`src/rtl/sgd_pkg.sv`:
```
// Shared constants, sizing helper and FSM state type for the sequential SGD update path.
package sgd_pkg;

  localparam int Q_W    = 16;
  localparam int FRAC   = 8;
  localparam int PROD_W = 32;

  // Weights (m layers of n x n) followed by biases (n per layer).
  function automatic int total_params(input int n, input int m);
    return m * n * n + n * m;
  endfunction

  typedef enum logic [2:0] {
    IDLE,
    RUN,
    DRAIN1,
    DRAIN2,
    DONE
  } sgd_state_t;

endpackage

```
`src/rtl/sgd_lane.sv`:
```
// Single-element Q8.8 update: p_new = p - (lr*g)[23:8], wrapping, no rounding or saturation.
module sgd_lane
  import sgd_pkg::*;
(
  input  logic signed [Q_W-1:0] p,
  input  logic signed [Q_W-1:0] g,
  input  logic signed [Q_W-1:0] lr,
  output logic signed [Q_W-1:0] p_new
);

  logic signed [PROD_W-1:0] prod;
  logic                     unused_prod_bits;

  always_comb begin
    prod  = lr * g;
    p_new = p - prod[FRAC+Q_W-1:FRAC];
  end

  // Integer overflow bits and truncated fraction are intentionally dropped.
  assign unused_prod_bits = ^{prod[PROD_W-1:FRAC+Q_W], prod[FRAC-1:0]};

endmodule

```
`src/rtl/sgd_sched.sv`:
```
// Sequential SGD update controller: streams every parameter/gradient pair through one lane,
// writes the updated parameter back and clears the consumed gradient.
module sgd_sched
  import sgd_pkg::*;
#(
  parameter int N     = 4,
  parameter int M     = 4,
  parameter int TOTAL = total_params(N, M),
  parameter int AW    = $clog2(TOTAL)
) (
  input  logic                 clk,
  input  logic                 rst,
  input  logic                 start,
  input  logic signed [15:0]   lr,
  output logic                 busy,
  output logic                 done,
  output logic                 rd_en,
  output logic [AW-1:0]        rd_addr,
  input  logic signed [15:0]   p_rdata,
  input  logic signed [15:0]   g_rdata,
  output logic                 wr_en,
  output logic [AW-1:0]        wr_addr,
  output logic signed [15:0]   p_wdata,
  output logic                 g_clr,
  output logic [15:0]          step_cnt,
  output sgd_state_t           state
);

  // Protocol: start is a level sampled only in IDLE; done is a single-cycle pulse.
  // Memory read data is expected exactly one cycle after rd_en; there is no backpressure.
  localparam logic [AW-1:0] LAST = AW'(TOTAL - 1);

  sgd_state_t          state_q, state_d;
  logic [AW-1:0]       cnt_q;
  logic signed [15:0]  lr_q;
  logic                v1_q;
  logic [AW-1:0]       a1_q;
  logic signed [15:0]  lane_out;

  always_comb begin
    state_d = state_q;
    busy    = 1'b0;
    done    = 1'b0;
    rd_en   = 1'b0;
    rd_addr = cnt_q;
    case (state_q)
      IDLE:   if (start) state_d = RUN;
      RUN: begin
        busy  = 1'b1;
        rd_en = 1'b1;
        if (cnt_q == LAST) state_d = DRAIN1;
      end
      DRAIN1: begin
        busy    = 1'b1;
        state_d = DRAIN2;
      end
      DRAIN2: begin
        busy    = 1'b1;
        state_d = DONE;
      end
      DONE: begin
        done    = 1'b1;
        state_d = IDLE;
      end
      default: state_d = IDLE;
    endcase
  end

  sgd_lane u_lane (
    .p     (p_rdata),
    .g     (g_rdata),
    .lr    (lr_q),
    .p_new (lane_out)
  );

  always_ff @(posedge clk) begin
    if (rst) begin
      state_q  <= IDLE;
      cnt_q    <= '0;
      lr_q     <= '0;
      v1_q     <= 1'b0;
      a1_q     <= '0;
      wr_en    <= 1'b0;
      wr_addr  <= '0;
      p_wdata  <= '0;
      step_cnt <= '0;
    end else begin
      state_q <= state_d;
      if (state_q == IDLE && start) begin
        cnt_q <= '0;
        lr_q  <= lr;
      end else if (state_q == RUN && cnt_q != LAST) begin
        cnt_q <= cnt_q + AW'(1);
      end else if (state_q == DONE) begin
        cnt_q <= '0;
      end
      // Stage 1 tracks the outstanding read; stage 2 registers the lane result.
      v1_q  <= rd_en;
      a1_q  <= rd_addr;
      wr_en <= v1_q;
      if (v1_q) begin
        wr_addr <= a1_q;
        p_wdata <= lane_out;
      end
      if (state_q == DONE) step_cnt <= step_cnt + 16'd1;
    end
  end

  assign g_clr = wr_en;
  assign state = state_q;

endmodule

```
`config.mk`:
```
export PLATFORM = sky130hd
export DESIGN_NAME = sgd_sched
export DESIGN_NICKNAME = d
export VERILOG_FILES = /design/src/rtl/sgd_pkg.sv /design/src/rtl/sgd_lane.sv /design/src/rtl/sgd_sched.sv
export SDC_FILE = /design/constraint.sdc
export NUM_CORES = 1
export LEC_CHECK = 0
export CAP_MARGIN = 0
export CORE_MARGIN = 2
export CORE_UTILIZATION = 33
export DETAILED_ROUTE_END_ITERATION = 12
export PLACE_DENSITY = 0.57
export SYNTH_ARGS = -nofsm -noshare
export SYNTH_HDL_FRONTEND = slang
export SYNTH_HIERARCHICAL = 1
export SYNTH_SLANG_ARGS = --single-unit
export TNS_END_PERCENT = 50
```
`constraint.sdc`:
```
create_clock -name clk -period 16.89 [get_ports clk]
set_input_delay 5.067 -clock clk [delete_from_list [all_inputs] [get_ports clk]]
set_output_delay 5.067 -clock clk [all_outputs]
set_load 0.02 [all_outputs]
```
Yosys cells after proc, flatten, opt, wreduce, memory -nomap -nowiden
Index checks and enable logic that the tools add are counted.
{"block": "word_totals", "rom_bits": 0, "out_inout_bits": 54, "ff_bits": 74, "mem_count": 0, "word_cells": 36, "inputBits": 51, "mem_bits_rw": 0, "latch_bits": 0}
{"block": "classes", "n_addsub": 3, "eq_ne": 8, "reduce_logical": 7, "n_lt_le_gt_ge": 0, "mux": 8, "n_mul": 1, "n_shift": 0, "div_mod_pow": 0, "bitwise": 0}
{"cell": "16-bit by 16-bit multiplier with 24-bit output", "n": 1}
{"cell": "16-bit by 1-bit adder with 16-bit output (second input constant)", "n": 1}
{"cell": "16-bit subtractor", "n": 1}
{"cell": "7-bit two-way mux", "n": 2}
{"cell": "3-bit one-hot mux with 4 select lines", "n": 1}
{"cell": "7-bit by 1-bit adder with 7-bit output (second input constant)", "n": 1}
{"cell": "7-bit == test (second input constant)", "n": 1}
{"cell": "7-bit != test (second input constant)", "n": 1}
{"cell": "3-bit by 2-bit == test with 1-bit output (second input constant)", "n": 2}
{"cell": "3-bit two-way mux", "n": 2}
{"cell": "2-bit != test (second input constant)", "n": 2}
{"cell": "3-bit by 1-bit == test with 1-bit output (second input constant)", "n": 1}
{"cell": "3-bit == test (second input constant)", "n": 1}
{"cell": "3-bit zero test", "n": 1}
{"cell": "1-bit two-way mux", "n": 3}
{"cell": "3-bit OR reduction", "n": 1}
{"cell": "1-bit logical AND", "n": 2}
{"cell": "2-bit AND reduction", "n": 1}
{"cell": "2-bit nonzero test", "n": 1}
{"cell": "2-bit OR reduction", "n": 1}

Depth between registers and ports, before layout
Gate-level depths: netlist of run 1.
{"block": "logic_depth", "depth_word": 3, "ltp_mapped": 32, "mapped_depth_nobuf": 31}

Cells and area by module
The synthesis of run 1 kept the hierarchy.
{"mod": "sgd_lane", "seq_area_each_um2": 0.0, "area_each_um2": 8013.9, "instances": 1, "cells_each": 923}
{"mod": "sgd_sched", "seq_area_each_um2": 1481.4, "area_each_um2": 2872.8, "instances": 1, "cells_each": 315}

Worst setup path before layout of run 1
No wires, ideal clock.
{"block": "synth_path", "path_kind": "input port to flip-flop", "startpoint": "input port g_rdata[3]", "endpoint": "register p_wdata[15]", "path_slack_ps": 5155, "path_buffers": 1, "stages": 30, "required_ps": 16762, "arrival_time_ps": 11608, "setup_ps": 128, "path_cell_list": "clkbuf_1 -> nand2_1 -> fa_1 -> inv_1 -> fa_1 -> ha_1 -> fa_1 -> inv_1 -> fa_1 -> fa_1 -> inv_1 -> ha_1 -> a21oi_2 -> nand2_2 -> a221oi_4 -> nor2b_1 -> o21a_1 -> o21a_1 -> nor2_1 -> xor2_1 -> ha_1 -> or3_1 -> o221a_2 -> o2111ai_1 -> a21boi_1 -> o21ai_1 -> o21ai_1 -> xnor3_1 -> mux2i_1 -> nor2_1"}
{"block": "synth_via", "elab_chain_len": 2}
{"item": "start: declaration", "line": "sgd_sched.sv:20", "text": "input logic signed [15:0] g_rdata,"}
{"item": "16-bit by 16-bit multiplier with 24-bit output", "line": "sgd_lane.sv:15", "text": "prod = lr * g;"}
{"item": "16-bit subtractor", "line": "sgd_lane.sv:16", "text": "p_new = p - prod[FRAC+Q_W-1:FRAC];"}
{"item": "net lane_out[15]", "line": "sgd_sched.sv:38", "text": "logic signed [15:0] lane_out;"}
{"item": "end signal: assignment", "line": "sgd_sched.sv:103", "text": "p_wdata <= lane_out;"}
{"item": "end: declaration", "line": "sgd_sched.sv:23", "text": "output logic signed [15:0] p_wdata,"}
The timed path passes the listed nets, and every way through them passes these cells.
A chain may end at the register's enable or synchronous reset.

Worst setup path in the final report of run 1
Same ends and word-level chain as after synthesis.

==> results of run 1 <==
-- through the flow --
step	instances	hold WS (ns)	total power, mW	setup WS, ns
floorplan	1238	0.435	1.10	5.15
global placement	1739	0.447	1.37	4.16
detailed placement	1739	0.456	1.39	4.02
CTS	1755	0.470	1.60	4.38
global route	1755	0.485	1.73	3.91
finish	1756	0.467	1.57	4.40
-- worst max-delay path, delay by kind of cell --
kind / cells / cell delay, ns
AO/OA/AOI/OAI: 9 / 1.82
XOR/XNOR: 2 / 0.43
adder cells (fa/ha/maj): 8 / 3.35
buffers and inverters: 4 / 0.99
multiplexers: 1 / 0.13
AND/OR/NAND/NOR: 6 / 0.89
-- state kept, by name, indices dropped and copies added (netlist names) --
name and count:
state 3, g_clr 1, p_wdata 16, a1_q 7, lr_q 16, v1_q 1
step_cnt 16, wr_addr 7, rd_addr 7
-- power groups by stage --
stage / Sequential (mW) / Combinational [mW] / Clock, mW
2_1_floorplan: 0.215 / 0.881 / 0
3_3_place_gp: 0.213 / 1.16 / 0
3_5_place_dp: 0.213 / 1.18 / 0
4_1_cts: 0.209 / 1.18 / 0.206
5_1_grt: 0.211 / 1.31 / 0.211
6_report: 0.209 / 1.16 / 0.199
-- synth_stat cells (12+ instances only) --
cell type / n / area share, %
sky130_fd_sc_hd__inv_1: 248 / 8.6
sky130_fd_sc_hd__fa_1: 187 / 34
sky130_fd_sc_hd__nand2_1: 164 / 5.7
sky130_fd_sc_hd__and2_1: 105 / 6.0
sky130_fd_sc_hd__ha_1: 87 / 10
sky130_fd_sc_hd__dfxtp_1: 74 / 14
sky130_fd_sc_hd__nor2_1: 62 / 2.1
sky130_fd_sc_hd__clkbuf_1: 42 / 1.4
sky130_fd_sc_hd__a21oi_1: 40 / 1.8
sky130_fd_sc_hd__xnor2_1: 34 / 2.7
sky130_fd_sc_hd__mux2i_1: 24 / 2.2
sky130_fd_sc_hd__xor2_1: 24 / 1.9
sky130_fd_sc_hd__nor2b_1: 12 / 0.69
-- worst max-delay path by stage --
| stage | end | cells past startpoint | start |
|---|---|---|---|
| 2_1_floorplan | p_wdata[15] | 30 | g_rdata[3] |
| 3_3_place_gp | p_wdata[15] | 30 | g_rdata[4] |
| 3_5_place_dp | p_wdata[15] | 30 | g_rdata[4] |
| 4_1_cts | p_wdata[15] | 30 | g_rdata[4] |
| 5_1_grt | p_wdata[15] | 30 | g_rdata[6] |
| 6_report | p_wdata[15] | 30 | g_rdata[3] |
-- cells by family (layout without fill, tap and decap cells) --
group | after synthesis | after routing | share of synthesized area (%)
mux | 24 | 24 | 2.21
xor+xnor | 59 | 59 | 4.87
fa+ha+maj | 274 | 274 | 44.4
other cells | 0 | 1 | 0
compound gates | 98 | 98 | 5.96
flops | 74 | 74 | 13.6
simple gates | 408 | 408 | 18.4
buf+inv | 301 | 376 | 10.5
-- per-layer routing --
| layer | part of all wire (%) | routed length (um) | vias up |
|---|---|---|---|
| met4 | 1.7 | 451 | 0 |
| met3 | 4.2 | 1130 | 34 |
| li1 | - | - | 3891 |
| met2 | 49 | 13300 | 183 |
| met1 | 45 | 12200 | 4081 |
| met5 | 0 | 0 | - |
-- final cells by class --
| cell class | instances | area [um^2] |
|---|---|---|
| fillers | 3324 | 19900 |
| multi-input cells | 863 | 8260 |
| flip-flops and latches | 74 | 1480 |
| repair buffers | 110 | 1080 |
| inverters | 250 | 938 |
| well taps | 442 | 553 |
| clock buffers | 10 | 239 |
| clock inverters | 6 | 72.6 |
| diodes | 1 | 2.50 |
==> load_flow_metrics.sql, run 1 <==
INSERT INTO impl_metrics (metric_group, metric, value, unit) VALUES
('run_status', 'status', 'finished, final reports clean', ''),
('worst_hold_path', 'worst_hold_startpoint', 'a1_q[2]', ''),
('worst_hold_path', 'hold_path.class', 'flip-flop to flip-flop', ''),
('synth', 'yosys_register_bits', '74', ''),
('power', 'comb_power_share', '74.0', '%'),
('setup_path', 'worstSetupPathType', 'input pin to flip-flop', ''),
('global_routing', 'use_met3', '2.52', '%'),
('synth', 'ys_async_sr_fraction', '0', '%'),
('floorplan', 'die_height', '186', 'um'),
('drt', 'drt_drc_violations_left', '0', ''),
('worst_hold_path', 'hold_end', 'wr_addr[2]', ''),
('synth', 'syn_nets', '1563', ''),
('placed_design', 'routabilityCongestion', '0.808', ''),
('drt', 'route.detailed.wl_per_inst', '15.4', 'um'),
('floorplan', 'floorplan.initialDensity', '33.5', '%'),
('cts', 'tritoncts_num_sinks', '74', ''),
('cts', 'cts.root.buffer_cell', 'sky130_fd_sc_hd__clkbuf_16', ''),
('drt', 'drt-initial-drc-count', '247', ''),
('global_routing', 'antenna_found_initial', '0', ''),
('power', 'cell_internal_pwr', '842', 'uW'),
('cts', 'tritoncts', 'done', ''),
('synth', 'synth_warnings', '6', ''),
('global_routing', 'grt.busiest_layer', 'met2', ''),
('drt', 'avgViaCountPerCell', '4.66', ''),
('synth', 'synth-seq-area-share', '13.6', '%'),
('cts', 'ctsLongestPathBuffers', '2', ''),
('floorplan', 'pin_count', '105', ''),
('synth', 'synth_edf_count', '0', ''),
('timing', 'slew_headroom', '38.4', '%'),
('timing', 'finalHoldViolCount', '0', ''),
('finish', 'post_route_cell_area', '12600', 'um^2'),
('timing', 'final_min_period_over_clock_period', '73.9', '%'),
('floorplan', 'core-area', '32500', 'um^2'),
('finish', 'area_growth_syn_to_layout', '16.0', '%'),
('setup_path', 'critical_path_peak_fanout', '16', ''),
('setup_path', 'regToRegSetupSlack', '9.04', 'ns'),
('synth', 'post_synthesis_instance_area', '10900', 'um^2'),
('global_routing', 'grt_use_met1', '21.7', '%'),
('finish', 'final_cell_mix', '248 x sky130_fd_sc_hd__inv_1, 187 x sky130_fd_sc_hd__fa_1, 164 x sky130_fd_sc_hd__nand2_1', ''),
('job', 'cap_viol_max_count', '0', ''),
('setup_path', 'critical_path.max_stage_delay', '0.85', 'ns'),
('setup_path', 'critical_path_arrival', '12.68', 'ns'),
('drt', 'totalWireLength', '27000', 'um'),
('timing', 'minimum_period_implied_by_the_final_worst_setup_slack', '12.49', 'ns'),
('cts', 'cts_max_level', '3', ''),
('power', 'reg_power_share', '13.3', '%'),
('timing', 'max_freq', '0.0801', 'GHz'),
('cts', 'clk_transition_reported_paths', '0.06', 'ns'),
('cts', 'clock_insertion_delay_worst_skew', '0.34', 'ns'),
('placed_design', 'place.detailed.hpwl', '21200', 'um'),
('synth', 'avgSynthCellArea', '8.79', 'um^2'),
('setup_path', 'worst-r2r-cell-count', '29', ''),
('timing', 'finalSetupViolCount', '0', ''),
('global_routing', 'global_route_wire_length_before_repair', '44400', 'um'),
('setup_path', 'worstReg2RegEnd', 'p_wdata[15]', ''),
('setup_path', 'cp-start-kind', 'input pin', ''),
('floorplan', 'placementRows', '66', ''),
('timing', 'maxSlewViolCount', '0', ''),
('cts', 'cts_hold_buf', '0', ''),
('timing', 'fin_tns_setup', '0', 'ns'),
('power', 'power.static_leakage', '5.70', 'nW'),
('finish', 'finalCoreUtilization', '38.8', '%'),
('placed_design', 'placement.cell_area', '12300', 'um^2'),
('synth', 'syn-instance-count', '1238', ''),
('worst_hold_path', 'hold_depth', '2', ''),
('finish', 'fraction_of_final_layout_cells_with_drive_strength_greater_than_1', '3.05', '%'),
('setup_path', 'critical_path.most_common_cell', 'sky130_fd_sc_hd__fa_1', ''),
('setup_path', 'crit_path_end_kind', 'flip-flop', ''),
('drt', 'drt-pass1-iter-count', '5', ''),
('floorplan', 'die_width', '186', 'um'),
('drt', 'drtAntennaViolNets', '0', '');
Power figures use the tool's default switching activity.
==> run 2: changes to the inputs <==
clock period = 11.7 ns   (was 16.89 ns; I/O delays follow)
==> load_flow_metrics.sql, run 2 (synthesized netlist as in run 1, its figures left out) <==
INSERT INTO impl_metrics (metric_group, metric, value, unit) VALUES
('drt', 'drt-pass1-iter-count', '5', ''),
('finish', 'finalCoreUtilization', '39.1', '%'),
('setup_path', 'critical_path_peak_fanout', '8', ''),
('cts', 'tritoncts', 'done', ''),
('drt', 'num_vias', '8134', ''),
('cts', 'cts_buffers', '9', ''),
('power', 'max-vdd-ir-drop', '0.191', 'mV'),
('timing', 'minimum_period_implied_by_the_final_worst_setup_slack', '10.82', 'ns'),
('setup_path', 'timing.critical_path.slowest_stage_cell', 'sky130_fd_sc_hd__clkdlybuf4s50_1', ''),
('worst_hold_path', 'hold_depth', '2', ''),
('finish', 'final_common_cell', 'sky130_fd_sc_hd__inv_1', ''),
('cts', 'cts_repair_resize_count', '0', ''),
('cts', 'ctsLongestPathBuffers', '2', ''),
('worst_hold_path', 'worst_hold_startpoint', 'a1_q[4]', ''),
('cts', 'clock_insertion_delay_worst_skew', '0.35', 'ns'),
('setup_path', 'timing.critical_path.from', 'g_rdata[6]', ''),
('setup_path', 'cp-start-kind', 'input pin', ''),
('timing', 'finalSetupViolCount', '0', ''),
('global_routing', 'grt_usage', '16.5', '%'),
('cts', 'cts.root.buffer_cell', 'sky130_fd_sc_hd__clkbuf_16', ''),
('run_status', 'status', 'finished, final reports clean', ''),
('finish', 'area_growth_syn_to_layout', '16.7', '%'),
('power', 'power-per-cell-area', '178', 'nW/um^2'),
('timing', 'fin_tns_setup', '0', 'ns'),
('finish', 'antennaDiodeCount', '0', ''),
('floorplan', 'core-area', '32500', 'um^2'),
('cts', 'clk_transition_reported_paths', '0.06', 'ns'),
('setup_path', 'worst-r2r-cell-count', '29', ''),
('global_routing', 'global_route_wire_length_before_repair', '44200', 'um'),
('drt', 'drt-initial-drc-count', '326', ''),
('floorplan', 'die_width', '186', 'um'),
('floorplan', 'placementRows', '66', ''),
('drt', 'drt_drc_violations_left', '0', ''),
('floorplan', 'design.die.area', '34500', 'um^2'),
('cts', 'cts_setup_buffers', '0', ''),
('cts', 'cts_max_level', '3', ''),
('job', 'cap_viol_max_count', '0', ''),
('worst_hold_path', 'hold_end', 'wr_addr[4]', ''),
('drt', 'totalWireLength', '27400', 'um'),
('cts', 'cts_hold_buf', '0', ''),
('setup_path', 'crit_path_end_kind', 'flip-flop', ''),
('timing', 'max_freq', '0.0925', 'GHz'),
('drt', 'avgViaCountPerCell', '4.61', ''),
('timing', 'clock_skew', '0.0155', 'ns'),
('floorplan', 'pin_count', '105', ''),
('placed_design', 'port-buffer-count', '104', ''),
('floorplan', 'die_height', '186', 'um'),
('placed_design', 'routabilityCongestion', '0.829', ''),
('global_routing', 'antenna_found_initial', '0', ''),
('setup_path', 'regToRegSetupSlack', '3.87', 'ns'),
('placed_design', 'place.detailed.hpwl', '22000', 'um'),
('timing', 'tightest_slew', '0.897', 'ns'),
('timing', 'final_min_period_over_clock_period', '92.4', '%'),
('global_routing', 'overflow_left_after_global_routing', '0', ''),
('timing', 'setup_repair_after_global_routing_missed_its_margin', 'false', ''),
('setup_path', 'critical_path.most_common_cell', 'sky130_fd_sc_hd__fa_1', ''),
('cts', 'tritoncts_num_sinks', '74', ''),
('setup_path', 'worstReg2RegEnd', 'p_wdata[15]', ''),
('global_routing', 'first_global_vias', '8264', ''),
('timing', 'maxSlewViolCount', '0', ''),
('setup_path', 'worstSetupPathType', 'input pin to flip-flop', ''),
('worst_hold_path', 'hold_path.class', 'flip-flop to flip-flop', ''),
('drt', 'route.detailed.wl_per_inst', '15.5', 'um'),
('global_routing', 'grt_start_max_net_pins', '68', ''),
('setup_path', 'reg2reg_from', 'lr_q[4]', ''),
('drt', 'drtAntennaViolNets', '0', ''),
('finish', 'reg_top3', 'lr_q (16), p_wdata (16), step_cnt (16)', ''),
('setup_path', 'critical_path.max_stage_delay', '0.61', 'ns'),
('timing', 'slew_headroom', '40.1', '%'),
('setup_path', 'critical_path_required', '11.90', 'ns'),
('timing', 'finalHoldViolCount', '0', ''),
('finish', 'fraction_of_final_layout_cells_with_drive_strength_greater_than_1', '3.85', '%'),
('floorplan', 'floorplan.initialDensity', '33.5', '%'),
('finish', 'final_cell_mix', '248 x sky130_fd_sc_hd__inv_1, 187 x sky130_fd_sc_hd__fa_1, 164 x sky130_fd_sc_hd__nand2_1', ''),
('finish', 'nNetsFinal', '1644', ''),
('setup_path', 'critical_path_arrival', '11.01', 'ns'),
('power', 'power.static_leakage', '5.75', 'nW');
## run 2: metal layers
metal | up-vias | wire length [um] | GRT usage (%)
li1 | 3914 | - | -
met3 | 11 | 1140 | 2.60
met2 | 172 | 13800 | 28.8
met4 | 0 | 164 | 2.11
met1 | 4037 | 12400 | 22.0
met5 | - | 0 | 0
## run 2: where the power goes
| group | leakage (nW) | switching (mW) | internal [mW] |
|---|---|---|---|
| Sequential | 0.600 | 0.0289 | 0.273 |
| Clock | 0.147 | 0.113 | 0.173 |
| Combinational | 5.00 | 0.900 | 0.770 |
## run 2: worst max path at each step
stage / cells past startpoint / to / slack [ns]
2_1_floorplan: 30 / p_wdata[15] / 1.52
3_3_place_gp: 30 / p_wdata[15] / 0.63
3_5_place_dp: 30 / p_wdata[15] / 0.54
4_1_cts: 30 / p_wdata[15] / 0.90
6_report: 30 / p_wdata[15] / 0.88
5_1_grt: 30 / p_wdata[15] / 0.50
## run 2: critical path, delay by kind of cell
kind | cells | cell delay [ns]
fa+ha+maj | 8 | 3.38
compound gates | 8 | 1.60
simple gates | 6 | 1.16
buf+inv | 5 | 0.81
xor+xnor | 2 | 0.43
mux | 1 | 0.13
## run 2: cell type report
| cell class | count | area, um^2 |
|---|---|---|
| clock inverter | 6 | 73.8 |
| multi-input combinational | 863 | 8260 |
| sequential | 74 | 1480 |
| inverter | 250 | 938 |
| fill | 3313 | 19800 |
| timing repair buffer | 121 | 1160 |
| clock buffer | 10 | 239 |
| tap | 442 | 553 |
## run 2: stage by stage
step	instances	setup WS, ns	hold slack, ns	cell area, um^2	total power [mW]
floorplan	1238	1.52	0.435	10900	1.58
detailed placement	1750	0.536	0.459	12400	2.00
global route	1766	0.501	0.501	12700	2.49
finish	1766	0.884	0.467	12700	2.26
CTS	1766	0.895	0.473	12700	2.30
global placement	1750	0.631	0.448	12400	1.98
==> run 3: changes to the inputs <==
DONT_BUFFER_PORTS = 1   (was unset)
PLACE_DENSITY = 0.53   (was 0.57)
==> load_flow_metrics.sql, run 3 (synthesized netlist as in run 1, its figures left out) <==
INSERT INTO impl_metrics (metric_group, metric, value, unit) VALUES
('setup_path', 'critical_path.most_common_cell', 'sky130_fd_sc_hd__fa_1', ''),
('placed_design', 'routabilityCongestion', '0.806', ''),
('power', 'final_power', '2.23', 'mW'),
('floorplan', 'die_width', '186', 'um'),
('power', 'reg_power_share', '14.5', '%'),
('timing', 'clock_skew', '0.00521', 'ns'),
('power', 'comb_power_share', '72.4', '%'),
('cts', 'tritoncts', 'done', ''),
('global_routing', 'overflow_left_after_global_routing', '0', ''),
('global_routing', 'grt_usage', '16.6', '%'),
('timing', 'maxSlewViolCount', '0', ''),
('setup_path', 'cp-start-kind', 'input pin', ''),
('setup_path', 'critical_path.max_stage_delay', '0.54', 'ns'),
('timing', 'tightest_slew', '0.874', 'ns'),
('drt', 'avgViaCountPerCell', '4.70', ''),
('power', 'p_clk_share', '13.1', '%'),
('cts', 'cts_buffers', '9', ''),
('floorplan', 'placementRows', '66', ''),
('drt', 'totalWireLength', '27000', 'um'),
('finish', 'nNetsFinal', '1530', ''),
('global_routing', 'first_global_vias', '8041', ''),
('timing', 'final.hold.worst_slack', '0.459', 'ns'),
('timing', 'fin_tns_setup', '0', 'ns'),
('cts', 'cts.root.buffer_cell', 'sky130_fd_sc_hd__clkbuf_16', ''),
('cts', 'tritoncts_num_sinks', '74', ''),
('timing', 'final_min_period_over_clock_period', '86.0', '%'),
('run_status', 'status', 'finished, final reports clean', ''),
('job', 'cap_viol_max_count', '0', ''),
('setup_path', 'critical_path_required', '11.93', 'ns'),
('timing', 'finalHoldViolCount', '0', ''),
('drt', 'drt-initial-drc-count', '374', ''),
('cts', 'clk_transition_reported_paths', '0.06', 'ns'),
('setup_path', 'timing.critical_path.slowest_stage_cell', 'sky130_fd_sc_hd__fa_1', ''),
('finish', 'post_route_cell_area', '11600', 'um^2'),
('floorplan', 'core-area', '32500', 'um^2'),
('placed_design', 'port-buffer-count', '0', ''),
('placed_design', 'placement.cell_area', '11300', 'um^2'),
('timing', 'setup_repair_after_global_routing_missed_its_margin', 'false', ''),
('global_routing', 'antenna_found_initial', '0', ''),
('placed_design', 'dp.cells', '1636', ''),
('finish', 'area_growth_syn_to_layout', '6.54', '%'),
('power', 'switching_share', '46.9', '%'),
('finish', 'antennaDiodeCount', '0', ''),
('finish', 'finalCoreUtilization', '35.6', '%'),
('timing', 'slew_headroom', '41.7', '%'),
('cts', 'cts_setup_buffers', '0', ''),
('drt', 'drtAntennaViolNets', '0', ''),
('setup_path', 'critical_path_arrival', '10.30', 'ns'),
('global_routing', 'global_route_wire_length_before_repair', '44000', 'um'),
('drt', 'drt-pass1-iter-count', '5', ''),
('finish', 'reg_top3', 'lr_q (16), p_wdata (16), step_cnt (16)', ''),
('worst_hold_path', 'hold_path.class', 'flip-flop to flip-flop', ''),
('setup_path', 'critical-path-top-delay-family', 'adder cells', ''),
('floorplan', 'pin_count', '105', ''),
('cts', 'cts_max_level', '3', ''),
('setup_path', 'critical_path_peak_fanout', '16', ''),
('cts', 'cts_repair_resize_count', '0', ''),
('drt', 'drt_drc_violations_left', '0', ''),
('setup_path', 'cp.buffers_inverters', '4', ''),
('placed_design', 'pre_cts_slack', '1.32', 'ns'),
('timing', 'post-route-worst-setup-slack', '1.64', 'ns'),
('finish', 'instances_no_fill', '1652', ''),
('floorplan', 'design.die.area', '34500', 'um^2'),
('drt', 'route.detailed.wl_per_inst', '16.3', 'um'),
('setup_path', 'worstSetupPathType', 'input pin to flip-flop', ''),
('power', 'cell_internal_pwr', '1.18', 'mW'),
('timing', 'max_freq', '0.0994', 'GHz'),
('power', 'max-vdd-ir-drop', '0.228', 'mV'),
('cts', 'clock_insertion_delay_worst_skew', '0.34', 'ns'),
('placed_design', 'place.detailed.hpwl', '21400', 'um'),
('finish', 'final_cell_mix', '248 x sky130_fd_sc_hd__inv_1, 187 x sky130_fd_sc_hd__fa_1, 164 x sky130_fd_sc_hd__nand2_1', ''),
('power', 'power-per-cell-area', '192', 'nW/um^2'),
('power', 'power.static_leakage', '5.33', 'nW'),
('floorplan', 'floorplan.initialDensity', '33.5', '%'),
('floorplan', 'die_height', '186', 'um'),
('finish', 'fraction_of_final_layout_cells_with_drive_strength_greater_than_1', '3.31', '%'),
('timing', 'finalSetupViolCount', '0', ''),
('timing', 'minimum_period_implied_by_the_final_worst_setup_slack', '10.06', 'ns'),
('power', 'power.net_switching', '1.05', 'mW'),
('global_routing', 'grt_start_max_net_pins', '68', ''),
('drt', 'num_vias', '7769', ''),
('setup_path', 'crit_path_end_kind', 'flip-flop', ''),
('finish', 'final_common_cell', 'sky130_fd_sc_hd__inv_1', ''),
('cts', 'ctsLongestPathBuffers', '2', ''),
('cts', 'cts_hold_buf', '0', '');
## run 3: cell types whose count changed in the layout (fill, tap and decap cells not counted), sizes merged
cell | previous run | this run
clkinv | 1 | 3
clkdlybuf4s50 | 103 | 0
clkbuf | 10 | 12
clkinvlp | 2 | 0
buf | 18 | 7
inv | 252 | 250
## run 3: power by group through the flow
stage / combinational, mW / clock (mW) / sequential, mW
after CTS: 1.65 / 0.301 / 0.325
after detailed placement: 1.64 / 0 / 0.330
after global placement: 1.61 / 0 / 0.330
after floorplan: 1.27 / 0 / 0.310
after global routing: 1.81 / 0.311 / 0.327
final: 1.61 / 0.292 / 0.324
## run 3: area by class of cell
type                            instances  area, um^2
Sequential cell                        74        1480
Clock inverter                          4        48.8
Multi-Input combinational cell        863        8260
Tap cell                              442         553
Clock buffer                           12         267
Fill cell                            3388       20900
Timing Repair Buffer                    7        52.6
Inverter                              250         938
## run 3: path summary, 6_finish.rpt
path / from / end / slack (ns) / cells past startpoint
worst max-delay path: g_rdata[6] / p_wdata[15] / 1.64 / 29
worst min-delay path: lr_q[7] / lr_q[7] / 0.46 / 2
worst max register to register: lr_q[4] / p_wdata[15] / 3.91 / 29
worst min register to register: lr_q[7] / lr_q[7] / 0.46 / 2
## run 3: routing by layer
| metal | track usage [%] | share of wire (%) | vias to the layer above | routed length, um |
|---|---|---|---|---|
| li1 | - | - | 3689 | - |
| met1 | 21.8 | 45 | 3887 | 12200 |
| met4 | 3.87 | 1.8 | 0 | 478 |
| met3 | 3.27 | 4.6 | 27 | 1250 |
| met2 | 28.3 | 48 | 166 | 13000 |
| met5 | 0 | 0 | - | 0 |
## run 3: worst reg2reg max path, delay by kind of cell (launching register included)
kind	cells	cell delay (ns)
DFF	1	0.86
xor gates and xnor gates	2	0.44
muxes	1	0.14
AOI/OAI and AO/OA	9	1.84
adders and majority gates	8	3.35
and+or+nand+nor	6	0.91
buffers and inverters	3	0.14
